$ cat config.mk
export PLATFORM = sky130hd
export DESIGN_NAME = des_key_sched_dec
export DESIGN_NICKNAME = d
export VERILOG_FILES = /design/src/rtl/des_key_sched_dec.sv
export SDC_FILE = /design/constraint.sdc
export NUM_CORES = 1
export LEC_CHECK = 0
export ABC_CLOCK_PERIOD_IN_PS = 2600
export BUFFER_PORTS_ARGS = -buffer_cell sky130_fd_sc_hd__buf_2
export CORE_AREA = 8 8 170 172
export CTS_CLUSTER_DIAMETER = 100
export DETAILED_ROUTE_END_ITERATION = 8
export DIE_AREA = 0 0 178 180
export PLACE_DENSITY = 0.5
export SLEW_MARGIN = 10
export SYNTH_ARGS = -nofsm -noshare
export SYNTH_HDL_FRONTEND = slang
export SYNTH_SLANG_ARGS = --single-unit
export TNS_END_PERCENT = 10
$ cat constraint.sdc
create_clock -name clk -period 2.6 [get_ports clk]
set_input_delay 0.39 -clock clk [delete_from_list [all_inputs] [get_ports clk]]
set_output_delay 0.39 -clock clk [all_outputs]
set_load 0.05 [all_outputs]
$ cat src/rtl/des_key_sched_dec.sv
// Sequential DES key scheduler: emits the 16 round subkeys K16..K1, one per un-held cycle.
// Optional macro DES_KS_ENC_EN adds a mode input selecting encrypt order (K1..K16).
module des_key_sched_dec #(
    parameter int NUM_ROUNDS = 16
) (
    input  logic        clk,
    input  logic        rst,
    input  logic        start,
    input  logic [63:0] key,
`ifdef DES_KS_ENC_EN
    input  logic        mode,
`endif
    input  logic        hold,
    output logic        busy,
    output logic        subkey_valid,
    output logic [3:0]  round,
    output logic [47:0] subkey,
    output logic        done
);

    localparam logic [3:0] LAST_RND = 4'(NUM_ROUNDS - 1);

    localparam int PC1_TBL [56] = '{
        57, 49, 41, 33, 25, 17,  9,   1, 58, 50, 42, 34, 26, 18,
        10,  2, 59, 51, 43, 35, 27,  19, 11,  3, 60, 52, 44, 36,
        63, 55, 47, 39, 31, 23, 15,   7, 62, 54, 46, 38, 30, 22,
        14,  6, 61, 53, 45, 37, 29,  21, 13,  5, 28, 20, 12,  4
    };

    localparam int PC2_TBL [48] = '{
        14, 17, 11, 24,  1,  5,   3, 28, 15,  6, 21, 10,
        23, 19, 12,  4, 26,  8,  16,  7, 27, 20, 13,  2,
        41, 52, 31, 37, 47, 55,  30, 40, 51, 45, 33, 48,
        44, 49, 39, 56, 34, 53,  46, 42, 50, 36, 29, 32
    };

    typedef enum logic [1:0] {IDLE, LOAD, RUN} state_t;

    // Table entries are 1-based MSB-first bit numbers; convert to vector indices.
    function automatic logic [55:0] pc1(input logic [63:0] k);
        logic [5:0] src;
        logic [5:0] dst;
        pc1 = '0;
        for (int i = 0; i < 56; i++) begin
            src = 6'(64 - PC1_TBL[i]);
            dst = 6'(55 - i);
            pc1[dst] = k[src];
        end
    endfunction

    function automatic logic [47:0] pc2(input logic [55:0] cd);
        logic [5:0] src;
        logic [5:0] dst;
        pc2 = '0;
        for (int i = 0; i < 48; i++) begin
            src = 6'(56 - PC2_TBL[i]);
            dst = 6'(47 - i);
            pc2[dst] = cd[src];
        end
    endfunction

    function automatic logic [27:0] rot(input logic [27:0] x, input logic [1:0] s,
                                        input logic left);
        logic [27:0] r;
        r = x;
        if (left) begin
            if (s == 2'd1)      r = {x[26:0], x[27]};
            else if (s == 2'd2) r = {x[25:0], x[27:26]};
        end else begin
            if (s == 2'd1)      r = {x[0], x[27:1]};
            else if (s == 2'd2) r = {x[1:0], x[27:2]};
        end
        return r;
    endfunction

    state_t      state_q, state_d;
    logic [63:0] key_q, key_d;
    logic [27:0] c_q, c_d, d_q, d_d;
    logic [3:0]  rnd_q, rnd_d;
    logic [3:0]  round_q, round_d;
    logic [47:0] subkey_q, subkey_d;
    logic        valid_q, valid_d;
    logic        done_q, done_d;
    logic        enc;
    logic [1:0]  shift;
    logic [27:0] c_rot, d_rot;

`ifdef DES_KS_ENC_EN
    logic        mode_q, mode_d;
    assign enc = mode_q;
`else
    assign enc = 1'b0;
`endif

    always_comb begin
        state_d  = state_q;
        key_d    = key_q;
        c_d      = c_q;
        d_d      = d_q;
        rnd_d    = rnd_q;
        round_d  = round_q;
        subkey_d = subkey_q;
        valid_d  = 1'b0;
        done_d   = 1'b0;
`ifdef DES_KS_ENC_EN
        mode_d   = mode_q;
`endif
        // rnd_q holds r-1; decrypt starts with a zero shift so the first subkey is K16.
        if (enc)
            shift = (rnd_q == 4'd0 || rnd_q == 4'd1 || rnd_q == 4'd8 || rnd_q == 4'd15) ? 2'd1 : 2'd2;
        else if (rnd_q == 4'd0)
            shift = 2'd0;
        else
            shift = (rnd_q == 4'd1 || rnd_q == 4'd8 || rnd_q == 4'd15) ? 2'd1 : 2'd2;
        c_rot = rot(c_q, shift, enc);
        d_rot = rot(d_q, shift, enc);

        case (state_q)
            IDLE: begin
                if (start) begin
                    key_d   = key;
`ifdef DES_KS_ENC_EN
                    mode_d  = mode;
`endif
                    state_d = LOAD;
                end
            end
            LOAD: begin
                {c_d, d_d} = pc1(key_q);
                rnd_d      = 4'd0;
                state_d    = RUN;
            end
            RUN: begin
                if (!hold) begin
                    c_d      = c_rot;
                    d_d      = d_rot;
                    subkey_d = pc2({c_rot, d_rot});
                    round_d  = rnd_q;
                    valid_d  = 1'b1;
                    rnd_d    = rnd_q + 4'd1;
                    if (rnd_q == LAST_RND) begin
                        done_d  = 1'b1;
                        state_d = IDLE;
                    end
                end
            end
            default: state_d = IDLE;
        endcase
    end

    always_ff @(posedge clk or negedge rst) begin
        if (!rst) begin
            state_q  <= IDLE;
            key_q    <= '0;
            c_q      <= '0;
            d_q      <= '0;
            rnd_q    <= '0;
            round_q  <= '0;
            subkey_q <= '0;
            valid_q  <= 1'b0;
            done_q   <= 1'b0;
`ifdef DES_KS_ENC_EN
            mode_q   <= 1'b0;
`endif
        end else begin
            state_q  <= state_d;
            key_q    <= key_d;
            c_q      <= c_d;
            d_q      <= d_d;
            rnd_q    <= rnd_d;
            round_q  <= round_d;
            subkey_q <= subkey_d;
            valid_q  <= valid_d;
            done_q   <= done_d;
`ifdef DES_KS_ENC_EN
            mode_q   <= mode_d;
`endif
        end
    end

    assign busy         = (state_q != IDLE);
    assign subkey_valid = valid_q;
    assign round        = round_q;
    assign subkey       = subkey_q;
    assign done         = done_q;

endmodule

* Word level (Yosys, flattened, before mapping)
Cells that the tools add are included.
** Storage, ports and cells
- Output and inout port bits :: 55
- Memory bits (read-only) :: 0
- Register bits after elaboration :: 180
- Memory bits (writable) :: 0
- Logic and storage cells :: 56
- Memories :: 0
- Bits in latches :: 0
- Bits of input ports :: 68
** Operators by class
- Divide/modulo/power cells :: 0
- $add $sub $neg :: 1
- Mux-type cells :: 21
- Equal/unequal tests :: 11
- Reduce and logical (&&, ||, !) cells :: 11
- Multipliers :: 0
- Shift operators :: 0
- $lt $le $gt $ge :: 0
- Bitwise operators :: 1
** Operator list (number)
- 2-to-1 mux 28 bit :: 6
- one-hot mux 28 bit (2 select lines) :: 2
- 2-to-1 mux 2 bit :: 5
- equality test 4 bit, second input constant :: 2
- one-hot mux 4 bit (2 select lines) :: 1
- != test 2 bit, second input constant :: 3
- one-hot mux 2 bit (3 select lines) :: 1
- AND reduction 2 bit :: 3
- AND reduction 3 bit :: 2
- 2-to-1 mux 1 bit :: 5
- adder 4 x 1 -> 4 bit, second input constant :: 1
- equality test 2 x 1 -> 1 bit, second input constant :: 2
- equality test 2 bit, second input constant :: 2
- equality test 4 x 1 -> 1 bit, second input constant :: 1
- logical NOT 4 bit :: 1
- 2-to-1 mux 4 bit :: 1
- nonzero test 2 bit :: 2
- != test 3 bit, second input constant :: 1
- logical NOT 2 bit :: 1
- logical OR 1 bit :: 2
- NOT 1 bit :: 1

* Longest topological paths before layout
Gate-level depths: netlist of run 1.
- Word-level depth :: 10
- Mapped depth :: 9
- Gate-level depth less buffers :: 6

* Worst setup path after synthesis of run 1
OpenSTA, ideal clock, no wires.
- Path kind :: register to register
- Start point :: register rnd_q[0]
- End point :: register d_q[17]
- Data arrival time :: 1719 ps
- Path slack :: 740 ps
- Buffers on the path :: 3
- Data required time :: 2459 ps
- Library setup time :: 141 ps
- Cell stages (with the launch flop) :: 10
- Period minus slack after synthesis :: 1860 ps
- Cells stage by stage :: dfrtp_1 > inv_1 > ha_1 > buf_2 > inv_2 > a21o_1 > buf_4 > buf_2 > a221oi_2 > a31oi_1
** Between the ends
- Cells in the longest elaborated chain, start to end :: 10
- Elaborated cells on any way between the ends :: 14
- Those cells by class :: eq/ne (5); mux (6); reduce/logical (3)
** RTL lines
- from (decl) :: RTL line 79 : logic [3:0] rnd_q, rnd_d;
- from (signal assigned) :: RTL line 170 : rnd_q <= rnd_d;
- equality test 4 x 1 -> 1 bit / equality test 4 bit (equally long branches) :: RTL line 114 : shift = (rnd_q == 4'd1 || rnd_q == 4'd8 || rnd_q == 4'd15) ? 2'd1 : 2'd2;
- logical OR 1 bit (2 in series) :: RTL line 114
- 2-to-1 mux 2 bit :: RTL line 114
- 2-to-1 mux 2 bit (*) :: RTL line 111 : else if (rnd_q == 4'd0)
- equality test 2 bit :: RTL line 71 : else if (s == 2'd2) r = {x[1:0], x[27:2]};
- 2-to-1 mux 28 bit :: RTL line 71
- 2-to-1 mux 28 bit (*) :: RTL line 70 : if (s == 2'd1) r = {x[0], x[27:1]};
- 2-to-1 mux 28 bit (*) :: RTL line 134 : if (!hold) begin
- one-hot mux 28 bit (2 select lines) (*) :: RTL line 118 : case (state_q)
- to (signal assigned) :: RTL line 156 : d_q <= '0;
- to (signal assigned) :: RTL line 169 : d_q <= d_d;
- to (decl) :: RTL line 78 : logic [27:0] c_q, c_d, d_q, d_d;
Every way passes the cells marked *; elsewhere a longest branch is shown, timed or not. The select of a mux whose other input is x is not followed.
A chain may end at the register's enable or synchronous reset.

* Worst setup path in the final report of run 1
- Start point :: register rnd_q[0]
- End point :: register c_q[10]
** Between the ends
- Cells in the longest elaborated chain, start to end :: 9
- Elaborated cells on any way between the ends :: 15
- Those cells by class :: eq/ne (6); mux (5); reduce/logical (4)
** RTL lines
- equality test 4 x 1 -> 1 bit / equality test 4 bit (equally long branches) :: RTL line 114
- logical OR 1 bit (2 in series) :: RTL line 114
- 2-to-1 mux 2 bit :: RTL line 114
- 2-to-1 mux 2 bit (*) :: RTL line 111
- equality test 2 x 1 -> 1 bit :: RTL line 70
- 2-to-1 mux 28 bit :: RTL line 70
- 2-to-1 mux 28 bit :: RTL line 134
- one-hot mux 28 bit (2 select lines) :: RTL line 118
- to (signal assigned) :: RTL line 155 : c_q <= '0;
- to (signal assigned) :: RTL line 168 : c_q <= c_d;
- to (decl) :: RTL line 78
Marked as above.

==> results of run 1 <==
metrics by stage:
step | std cells | setup slack (ns) | hold WS [ns]
floorplan | 894 | 0.7400 | 0.09441
global placement | 1293 | 0.3822 | 0.4614
detailed placement | 1293 | 0.3539 | 0.4657
CTS | 1325 | 0.3495 | 0.001494
global route | 1325 | 0.1577 | 0.01135
finish | 1325 | 0.3414 | -0.05265
layout make-up:
type                    count  area share
clock buffers              18     0.04071
clock inverters            14     0.01733
inverters                   8    0.002849
multi-input cells         632      0.4123
flip-flops and latches    172      0.4083
well taps                 341     0.04047
repair buffers            140     0.07798
worst max-delay path, stage by stage, from the launching register on:
cell     delay [ns]
dfrtp_1        0.42
inv_1          0.12
ha_2           0.24
buf_4          0.22
or3b_1         0.42
a21oi_2        0.51
a21oi_1        0.14
o21ai_0        0.09
cells in the final DEF (no fill, tap or decap), types with 17 or more instances in the layout:
master     netlist  routed
dfrtp_1        172     172
nand2_1        131     130
buf_2           26     113
mux2_2          82      82
a21oi_1         68      68
nand3b_1        60      60
a31oi_1         48      48
o21ai_0         44      44
and2_1          36      36
a221oi_2        30      30
o21ai_1         30      30
o22ai_1         25      25
buf_4            3      22
a32oi_1         20      20
clkbuf_16        0      17
flip-flops by register name, indices dropped and copies added (netlist names), 2 cells and up:
| register | flops |
|---|---|
| c_q | 28 |
| d_q | 28 |
| key_q | 56 |
| rnd_q | 4 |
| round | 4 |
| state_q | 2 |
| subkey | 48 |
path summary, 6_finish.rpt:
| path | start | end | cells after the start |
|---|---|---|---|
| worst max-delay path | rnd_q[0] | c_q[10] | 7 |
| worst min-delay path | rst | key_q[11] | 1 |
| min in group clk | key[11] | key_q[11] | 2 |
| max in group asynchronous | rst | c_q[9] | 2 |
| worst max register to register | rnd_q[0] | c_q[10] | 7 |
| worst min register to register | subkey[15] | subkey[15] | 2 |
logic make-up (layout without fill, tap and decap cells):
logic type,after synthesis,after routing,share of synthesized area
simple gates,265,265,0.1543
xor+xnor,1,1,0.0009686
flops,172,172,0.4759
compound gates,275,275,0.2079
fa+ha+maj,7,7,0.009684
buf+inv,90,180,0.04635
mux,84,84,0.1049
power by group through the flow:
| stage | combinational (µW) | sequential, µW | clock, µW |
|---|---|---|---|
| 3_5_place_dp | 8780 | 5340 | 0 |
| 6_report | 8720 | 5280 | 2710 |
| 3_3_place_gp | 8670 | 5300 | 0 |
| 5_1_grt | 9620 | 5490 | 2850 |
| 4_1_cts | 8800 | 5290 | 2760 |
| 2_1_floorplan | 5590 | 6130 | 0 |
per-layer routing:
metal  track usage  part of all wire  vias up  wire (µm)
met5             0                 0        -          0
met4       0.04436            0.0098        0        248
met3       0.03060             0.043       15       1086
met2        0.2389              0.45      148      11430
met1        0.2332              0.50     3522      12630
li1              -                 -     3419          -
==> results.md, run 1 <==
Run status:
- The flow ran to the end, but the final reports show violations.
- The checks that failed: negative hold slack.

Cells and area:
- The combined flip-flop and latch cell area is 4304 µm².
- For this run, the share of the core covered by cells in the final layout is 0.4000.
- The design area is 10540 µm².
- Relative to the synthesized area, the layout overhead comes to 16.56%.
- At the end of the flow, the number of nets in the layout was 1046.
- The share of cells above drive strength 1 is 0.3008.
- The multi-input gate area in the final layout is 4347 µm².
- The total of fill cells in the finished design is 2597.
- The number of antenna diodes in the final layout is 0.

Timing:
- Static timing analysis puts the maximum clock frequency at 442.8 MHz.
- The final count of pins violating max slew is 0.
- After layout, the minimum clock period comes to 2.259 ns.
- Setup violations remaining at the end of the flow were counted as 0.
- Setup total negative slack on the finished layout was measured at 0 ns.
- The hold violation count in the final report is 32.
- The fraction of the cycle the final worst path needs is 0.8687.
- Setup repair after global routing left no endpoint under its margin.
- Measured against its own limit, the worst slew margin works out to 0.3242.
- The transition time of the tightest slew-check pin is 1.014 ns.
- Hold timing on the final database bottoms out at a slack of -0.05265 ns.
- The worst setup skew after layout is 0.02554 ns.

Clock network:
- In this run the deepest clock path goes through 2 buffers.
- The clock sink total is 172.
- Once the clock tree was built, the resizer swapped 0 gates to a different size.
- After clock tree synthesis, the clock-pin slew on the worst setup and hold paths is 0.08 ns.
- The later pin in the worst-skew pair is clocked with a latency of 0.44 ns.
- Counting the buffers created by CTS gives 17.
- Hold repair after CTS inserted 0 buffers.
- The post-CTS setup-driven buffer insertion count is 0.
- The H-tree depth is 4.
- The CTS tree is done.
- The library cell used as clock root buffer is clkbuf_16.

Pwr:
- The switching power share of the total is 0.4653.
- The design internal power is 8935 µW.
- VDD sags by at most 676.3 µV.
- Summed over all cells, the static leakage comes to 0.004512 µW.
- The areal power density over the cells is 1585 nW/µm².
- Of the total power, the clock network draws 0.162.
- The net switching power figure is 7776 µW.
- The design draws 16710 µW.
- The sequential cell fraction of total power is 0.316.
- The share of total power dissipated in combinational logic is 0.522.

Synthesis:
- Of all flip-flops after synthesis, the portion carrying an async set or reset was 1.000.
- The number of warning messages in the yosys log is 0.
- After synthesis, the cell types taking the most area are dfrtp_1 48%, mux2_2 10%, nand2_1 5.4%, a221oi_2 5.0%, nand3b_1 5.0%.
- Of the synthesized area, sequential elements account for 0.4759.
- Counting every instance in the synthesized netlist gives 894.
- The number of storage elements in the synthesis netlist is 172.
- Among all flip-flop cells after synthesis, the most frequent one is dfrtp_1.
- The biggest area contributor in the post-synthesis netlist is dfrtp_1.
- In the synthesized netlist, the cells that appear most often are 172 x dfrtp_1, 131 x nand2_1, 82 x mux2_2.
- The cell with the most instances after synthesis is dfrtp_1.
- The average instance in the mapped netlist occupies 10.12 µm².
- The number of nets in the synthesized netlist is 969.
- The number of distinct library cells after synthesis is 39.
- The share of synthesized area in the top cell type comes to 0.4759.
- The synthesized netlist occupies a cell area of 9044 µm².
- The number of synthesized flops with an enable pin is 0.

Placed design:
- The placed wire-length estimate after detailed placement is 16.62 mm.
- Routability-driven placement finished with a final weighted congestion of 0.7262.
- The count of port buffers added during placement is 114.
- The cell area reported after detailed placement is 9930 µm².

Min path:
- The worst min-delay path class is in -> async.

Setup path:
- The data required time of the critical path is 2.93 ns.
- The critical-path maximum fanout is 19.
- Data on the critical path arrives at its endpoint at 2.59 ns.
- The category of the critical setup timing path is reg -> reg.
- STA classifies the critical path endpoint as a flip-flop.
- The setup slack of the most critical reg-to-reg path is 0.34 ns.
- STA classifies the critical path startpoint as a flip-flop.

Global route:
- The number of antenna violations at the first check in global routing is 0.
- Entering global routing, the biggest net connects 70 pins.
- For this run, the total global-route usage over all layers was measured as 0.1607.
- The overall overflow remaining after global route is 0.
- The first global-routing pass estimated 41.47 mm of wire.
- The number of global-route vias before repair is 7094.

Route:
- The detail route stage leaves a number of antenna-violating nets equal to 0.
- The final wirelength is 25.39 mm.
- Detailed routing inserted a total of 7104 vias.
- The first TritonRoute pass finished after 5 iterations.
- The detailed router's first-iteration violation count is 425.
- The vias per cell is 5.362.
- The routed wire length per instance is 19.16 µm.
- The DRC violation count after routing is 0.

Die:
- The die covers 32040 µm².
- The area of the core is 26350 µm².
- The die is 178 µm wide.
- In this run the core area contains 60 standard-cell rows.
- 123 I/O pins were placed.
- The die outline height is 180 µm.
- For this configuration, the core starts out at a cell density of 0.3432.

Job:
- Across the run, the number of max-cap violations was 0.
Note: power is estimated with default switching activity, not from simulation.
==> run 2: changes to the inputs <==
PLACE_DENSITY = not set   (was 0.5)
REMOVE_ABC_BUFFERS = 1   (was not set)
==> results.md, run 2 (same netlist as run 1, synthesis figures left out) <==
Clock network:
- Counting along the longest clock path gives a buffer depth of 2.
- The quantity of hold-fixing buffers added after cts is 0.
- The clock tree synthesis step divided the H-tree into 4 levels.
- For this design, the sink count on the clock tree is 172.
- The insertion delay to the later sink of the worst-skew pair is 0.43 ns.
- The total clock buffers created by CTS is 17.
- CTS placed an instance of clkbuf_16 at the clock tree root.
- TritonCTS built the clock tree.
- The clock transition at the register clock pins on the worst setup and hold paths after CTS is 0.07 ns.
- After clock tree synthesis, the setup repair step added 0 buffers.
- The post-cts sizing count is 0.

Pwr:
- The worst-case IR drop observed on VDD is 809.2 µV.
- The sequential cell fraction of total power is 0.315.
- The analysis attributes to net switching a power of 7595 µW.
- The part of the total power dissipated in the clock network is 0.161.
- The design internal power is 9025 µW.
- In this run the static leakage power is 0.004550 µW.
- In this run the power density over the cells is 1568 nW/µm².
- The proportion of power drawn by combinational gates is 0.524.
- The switching power share of the total is 0.4570.

Cells and area:
- The flip-flop count of the largest register after layout is 56.
- After the last flow step, the layout net total stands at 1051.
- From synthesis to final layout, the design area changed by 17.24%.
- The finished cells cover 10600 µm².
- The most common library cell in the layout ignoring fill and taps is dfrtp_1.
- Of the cells placed in the final design, the portion with a size suffix greater than 1 is 0.3023.
- The antenna diode count is 0.
- Leaving out fill and tap cells, the most frequent cells in the layout are 172 x dfrtp_1, 130 x nand2_1, 113 x buf_2.
- Counting the fill cells in the layout gives 2612.
- key_q holds more flip-flops than any other register.

Global route:
- The aggregate global-route resource usage is 0.1571.
- For met1 alone, demand over resource in global routing was 0.2225.
- The global routing stage identified its most utilized layer as met2.
- For met2 alone, demand over resource in global routing was 0.2428.
- The total overflow left after global routing is 0.
- The global-route wire length before repair is 40.65 mm.
- The number of antenna violations at the first check in global routing was 0.
- The met3 global-route usage is 0.02934.
- The pin count of the biggest net entering global routing is 95.
- The number of global-route vias before repair is 7129.

Timing:
- The minimum clock period after layout is 2.290 ns.
- The fraction of the cycle the final worst path needs is 0.8809.
- The hold violation count in the final report was 21.
- The worst slack on hold paths is -0.04099 ns.
- On the final layout, the worst clock skew is 0.01371 ns.
- The final count of pins violating max slew is 0.
- Setup repair after global routing left no endpoint under its margin.
- Derived from the worst setup path, the maximum achievable clock frequency is 436.6 MHz.
- Headroom to the max-slew limit came out at 0.4943.
- The transition time of the tightest slew-check pin is 0.7586 ns.
- The final setup violation count is 0.
- The setup TNS after final layout is 0 ns.

Die:
- For this configuration, the core starts out at a cell density of 0.3432.
- 123 I/O pins were placed.
- The region available for standard cell placement spans 26350 µm².
- The die span in x is 178 µm.
- The die is 180 µm tall.
- The area of the die is 32040 µm².
- The floorplan has 60 rows.

Run status:
- The final reports fail on negative hold slack.
- The run finished, with violations left.

Setup path:
- The critical path goes through inv_1 > ha_2 > buf_4 > buf_4 > nand3b_1 > a21oi_1 > a221oi_1 > a31oi_1.
- The setup path with the least slack is of type reg -> reg.
- For this design, the slowest cell found on the critical path is buf_4.
- In this design, the stage delay of the slowest critical-path cell is 0.48 ns.
- The worst register-to-register path begins at rnd_q[0].
- Along the worst path, the maximum fanout reaches 58.
- Data on the critical path is required at its endpoint by 2.90 ns.
- The endpoint of the worst register-to-register path is d_q[3].
- The startpoint kind of the worst setup timing path is a flip-flop.
- STA puts the critical path data arrival time at 2.59 ns.
- The worst setup path is captured at a flip-flop.
- Across all register-to-register paths, the minimum setup slack is 0.31 ns.
- Among the stages of the critical path, the cell type that occurs most often is buf_4.
- The worst-case reg-to-reg path depth is 8.

Placed design:
- Routability-driven placement finished with a final weighted congestion of 0.7693.
- Summed over all nets, the half-perimeter wirelength after detailed placement is 15.90 mm.
- During placement, the flow inserted port buffers numbering 114.
- Summing all placed instances gives a cell area of 9992 µm².

Min path:
- In this run the worst hold path is classified as in -> async.

Route:
- The remaining antenna violation count is 0.
- The final wirelength is 24.87 mm.
- The first TritonRoute pass finished after 5 iterations.
- The vias after detailed routing is 7242.
- In the routed layout, each cell is associated on average with a via count of 5.445.
- The DRC violation count after routing is 0.
- The first routing iteration left 512 violations.
- The routed wire length per instance is 18.70 µm.

Job:
- The max-capacitance violation count is 0.
[run 2: cell types whose count changed in the layout (fill, tap and decap cells not counted), sizes merged]
cell    change
buf         +5
clkbuf      +5
clkinv      -2
inv         -3
[run 2: routing by layer]
metal | wire (µm) | share of wire
met1 | 11730 | 0.47
met2 | 11620 | 0.47
met3 | 1280 | 0.051
met4 | 233 | 0.0094
met5 | 0 | 0
[run 2: final cells by class]
| cell class | count | area (µm²) | share of cell area |
|---|---|---|---|
| clock buffer | 23 | 478.0 | 0.04508 |
| inverter | 8 | 30.03 | 0.002832 |
| multi-input combinational | 632 | 4347 | 0.4100 |
| sequential | 172 | 4304 | 0.4059 |
| timing repair buffer | 145 | 884.6 | 0.08343 |
| tap | 341 | 426.7 | 0.04024 |
| clock inverter | 9 | 132.6 | 0.01251 |
[run 2: power groups by stage]
| stage | Sequential, µW | Clock (µW) | Combinational (µW) |
|---|---|---|---|
| finish | 5230 | 2670 | 8710 |
| detailed placement | 5250 | 0 | 8770 |
| CTS | 5220 | 2730 | 8800 |
| global route | 5440 | 2850 | 9590 |
| global placement | 5210 | 0 | 8590 |
| floorplan | 6130 | 0 | 5360 |
[run 2: critical path, delay by kind of cell, from the launching register on]
| family | cells | cell delay, ns |
|---|---|---|
| AO/OA/AOI/OAI | 3 | 0.52 |
| adder cells (fa/ha/maj) | 1 | 0.20 |
| buffers and inverters | 3 | 0.82 |
| flip-flops | 1 | 0.42 |
| AND/OR/NAND/NOR | 1 | 0.17 |
[run 2: per-stage QoR]
| step | setup slack [ns] | instances | total power [µW] | util |
|---|---|---|---|---|
| 2_1_floorplan | -2.760 | 812 | 11490 | - |
| 3_3_place_gp | 0.3814 | 1298 | 13810 | 0.3792 |
| 3_5_place_dp | 0.3077 | 1298 | 14010 | 0.3792 |
| 4_1_cts | 0.2838 | 1330 | 16750 | 0.4024 |
| 5_1_grt | 0.05864 | 1330 | 17870 | 0.4024 |
| 6_report | 0.3098 | 1330 | 16620 | 0.4024 |
[run 2: worst max-delay path by stage]
stage / from / to / slack (ns) / depth (start not counted)
6_report: rnd_q[0] / d_q[3] / 0.31 / 8
5_1_grt: rnd_q[0] / subkey[6] / 0.06 / 8
4_1_cts: rnd_q[0] / d_q[21] / 0.28 / 8
3_5_place_dp: rnd_q[0] / d_q[21] / 0.31 / 8
3_3_place_gp: rnd_q[0] / c_q[19] / 0.38 / 8
2_1_floorplan: state_q[0] / d_q[0] / -2.76 / 6
==> run 3: changes to the inputs <==
CTS_BUF_LIST = sky130_fd_sc_hd__clkbuf_4 sky130_fd_sc_hd__clkbuf_8 sky130_fd_sc_hd__clkbuf_16   (was not set)
CTS_CLUSTER_SIZE = 20   (was not set)
==> results.md, run 3 (same netlist as run 1, synthesis figures left out) <==
Run status:
- The flow ran to the end, but the final reports show violations.
- The checks that failed: negative hold slack.

Cells and area:
- The area growth from synthesis to layout is 17.36%.
- The largest register by flop count is key_q.
- The final core utilization is 0.4028.
- The top cell types in the final layout, fill and taps aside, are 172 x dfrtp_1, 130 x nand2_1, 113 x buf_2.
- The antenna diode count is 0.
- The number of nets in the layout is 1051.
- The most common library cell in the layout ignoring fill and taps is dfrtp_1.
- Of the cells placed in the final design, the portion with a size suffix greater than 1 is 0.3054.
- Leaving out filler cells and counting taps, the final layout contains 1330.
- Fill cells in the final layout number 2610.
- The flip-flop count of the largest register after layout is 56.

Die:
- In this run the count of I/O pins placed on the die edge is 123.
- The floorplan row count is 60.
- The area of the core is 26350 µm².
- The die covers 32040 µm².
- The die outline height is 180 µm.
- The initial core utilization is 0.3432.
- The die is 178 µm wide.

Route:
- The number of search-and-repair iterations in the first detailed-routing pass is 5.
- In the final routed layout, each cell accounts on average for 18.78 µm.
- Detailed routing placed a total of 1.402 mm of wire on met3.
- In this run, the number of DRC markers left after iteration 0 of detailed routing was 539.
- Using the TritonRoute via totals, the vias-per-cell ratio works out to 5.445.
- After detailed routing, the number of remaining DRC violations is 0.
- The top layer used by detailed routing is met4.
- The vias after detailed routing is 7242.
- Summed over all nets, wire length on met2 after detailed routing comes to 11.64 mm.
- Once detail routing completed, the nets flagged for antenna violations numbered 0.
- The wire length the detailed router placed on met1 is 11.71 mm.
- The final layout contains routed wiring with a total length of 24.98 mm.

Clock network:
- After clock tree synthesis, the clock-pin slew on the worst setup and hold paths is 0.07 ns.
- The post-cts sizing count is 0.
- The post-CTS setup-driven buffer insertion count is 0.
- The CTS tree is done.
- The library cell used as clock root buffer is clkbuf_16.
- The insertion delay to the later sink of the worst-skew pair is 0.43 ns.
- The clock sink total is 172.
- The maximum count of clock buffers along a single path is 2.
- The H-tree depth is 4.
- The quantity of hold-fixing buffers added after cts is 0.
- The total clock buffers created by CTS is 17.

Pwr:
- Dividing total power by cell area gives a power density of 1569 nW/µm².
- IR analysis of the VDD net gives a maximum drop of 820.1 µV.
- The leakage power of the design is 0.004560 µW.

Global route:
- The number of antenna violations at the first check in global routing is 0.
- The pin count of the biggest net entering global routing is 95.
- The global-route wire length before repair is 40.72 mm.
- The number of global-route vias before repair is 7127.
- The aggregate global-route resource usage is 0.1574.
- The overall overflow remaining after global route is 0.

Setup path:
- The startpoint kind of the worst setup timing path is a flip-flop.
- The data required time of the critical path is 2.90 ns.
- The critical path endpoint category is a flip-flop.
- The category of the critical setup timing path is reg -> reg.
- The setup check on the worst reg-to-reg path leaves a slack of 0.30 ns.
- The critical-path maximum fanout is 58.
- The endpoint arrival time on the critical path is 2.59 ns.

Timing:
- The hold violation count in the final report is 20.
- On the final layout, the worst hold slack is -0.03827 ns.
- For the pin with the worst max-slew slack, the measured transition is 0.7382 ns.
- Setup repair after global routing left no endpoint under its margin.
- The achievable frequency is 435.4 MHz.
- In the finished design, the share of the clock period the worst path needs comes to 0.8834.
- Between clock sinks in the finished design, the worst skew comes to 0.01277 ns.
- The worst path in the final design needs a cycle of 2.297 ns, including I/O delays and setup.
- The final count of pins violating max slew is 0.
- Measured against its own limit, the worst slew margin works out to 0.5079.
- The final setup violation count is 0.

Placed design:
- Routability-driven placement finished with a final weighted congestion of 0.7693.
- The count of port buffers added during placement is 114.
- The cell count after placement is 1298.
- The wire-length estimate of the detail-placed layout is 15.90 mm.

Min path:
- In this run the worst hold path is classified as in -> async.

Job:
- Max-cap violations in this run came to 0.
==> run 3: changes by cell type in the layout (fill, tap and decap cells not counted) <==
cell | previous run | this run
clkbuf_4 | 0 | 3
clkbuf_1 | 3 | 0
==> run 3: through the flow <==
step / power (µW) / worst slack [ns] / TNS [ns] / instance area [µm²]
6_report: 16660 / 0.3032 / 0 / 10610
5_1_grt: 17910 / 0.05848 / 0 / 10610
4_1_cts: 16780 / 0.2838 / 0 / 10610
3_5_place_dp: 14010 / 0.3077 / 0 / 9992
3_3_place_gp: 13810 / 0.3814 / 0 / 9992
2_1_floorplan: 11490 / -2.760 / -214.47 / 8655
==> run 3: final cells by class <==
cell class	instances	area (µm²)	share of cell area
sequential	172	4304	0.4055
timing repair buffer	145	884.6	0.08334
clock inverter	9	132.6	0.01250
multi-input combinational	632	4347	0.4095
tap	341	426.7	0.04020
inverter	8	30.03	0.002829
clock buffer	23	489.2	0.04609
==> run 3: worst max-delay path: stages, from the launching register on <==
cell	delay, ns
dfrtp_1	0.42
inv_1	0.13
ha_2	0.20
buf_4	0.21
buf_4	0.47
nand3b_1	0.17
a21oi_1	0.07
a221oi_1	0.32
a31oi_1	0.14
==> run 3: final timing paths <==
path                            cells after the start          to        from
worst max-delay path                                8      d_q[3]    rnd_q[0]
worst min-delay path                                1   key_q[19]         rst
worst max register to register                      8      d_q[3]    rnd_q[0]
worst min register to register                      2  subkey[10]  subkey[10]
max in group asynchronous                           2   key_q[57]         rst
min in group clk                                    2   key_q[19]     key[19]
==> run 3: routing by layer <==
metal	vias to the layer above	track usage
li1	3433	-
met1	3584	0.2226
met2	210	0.2439
met3	15	0.02934
met4	0	0.03736
met5	-	0
==> run 3: report_power, final <==
group          leakage [µW]  internal (µW)  switching, µW
clock              0.000304           1630           1090
combinational       0.00220           3420           5290
sequential          0.00205           4010           1220
total               0.00456           9060           7600
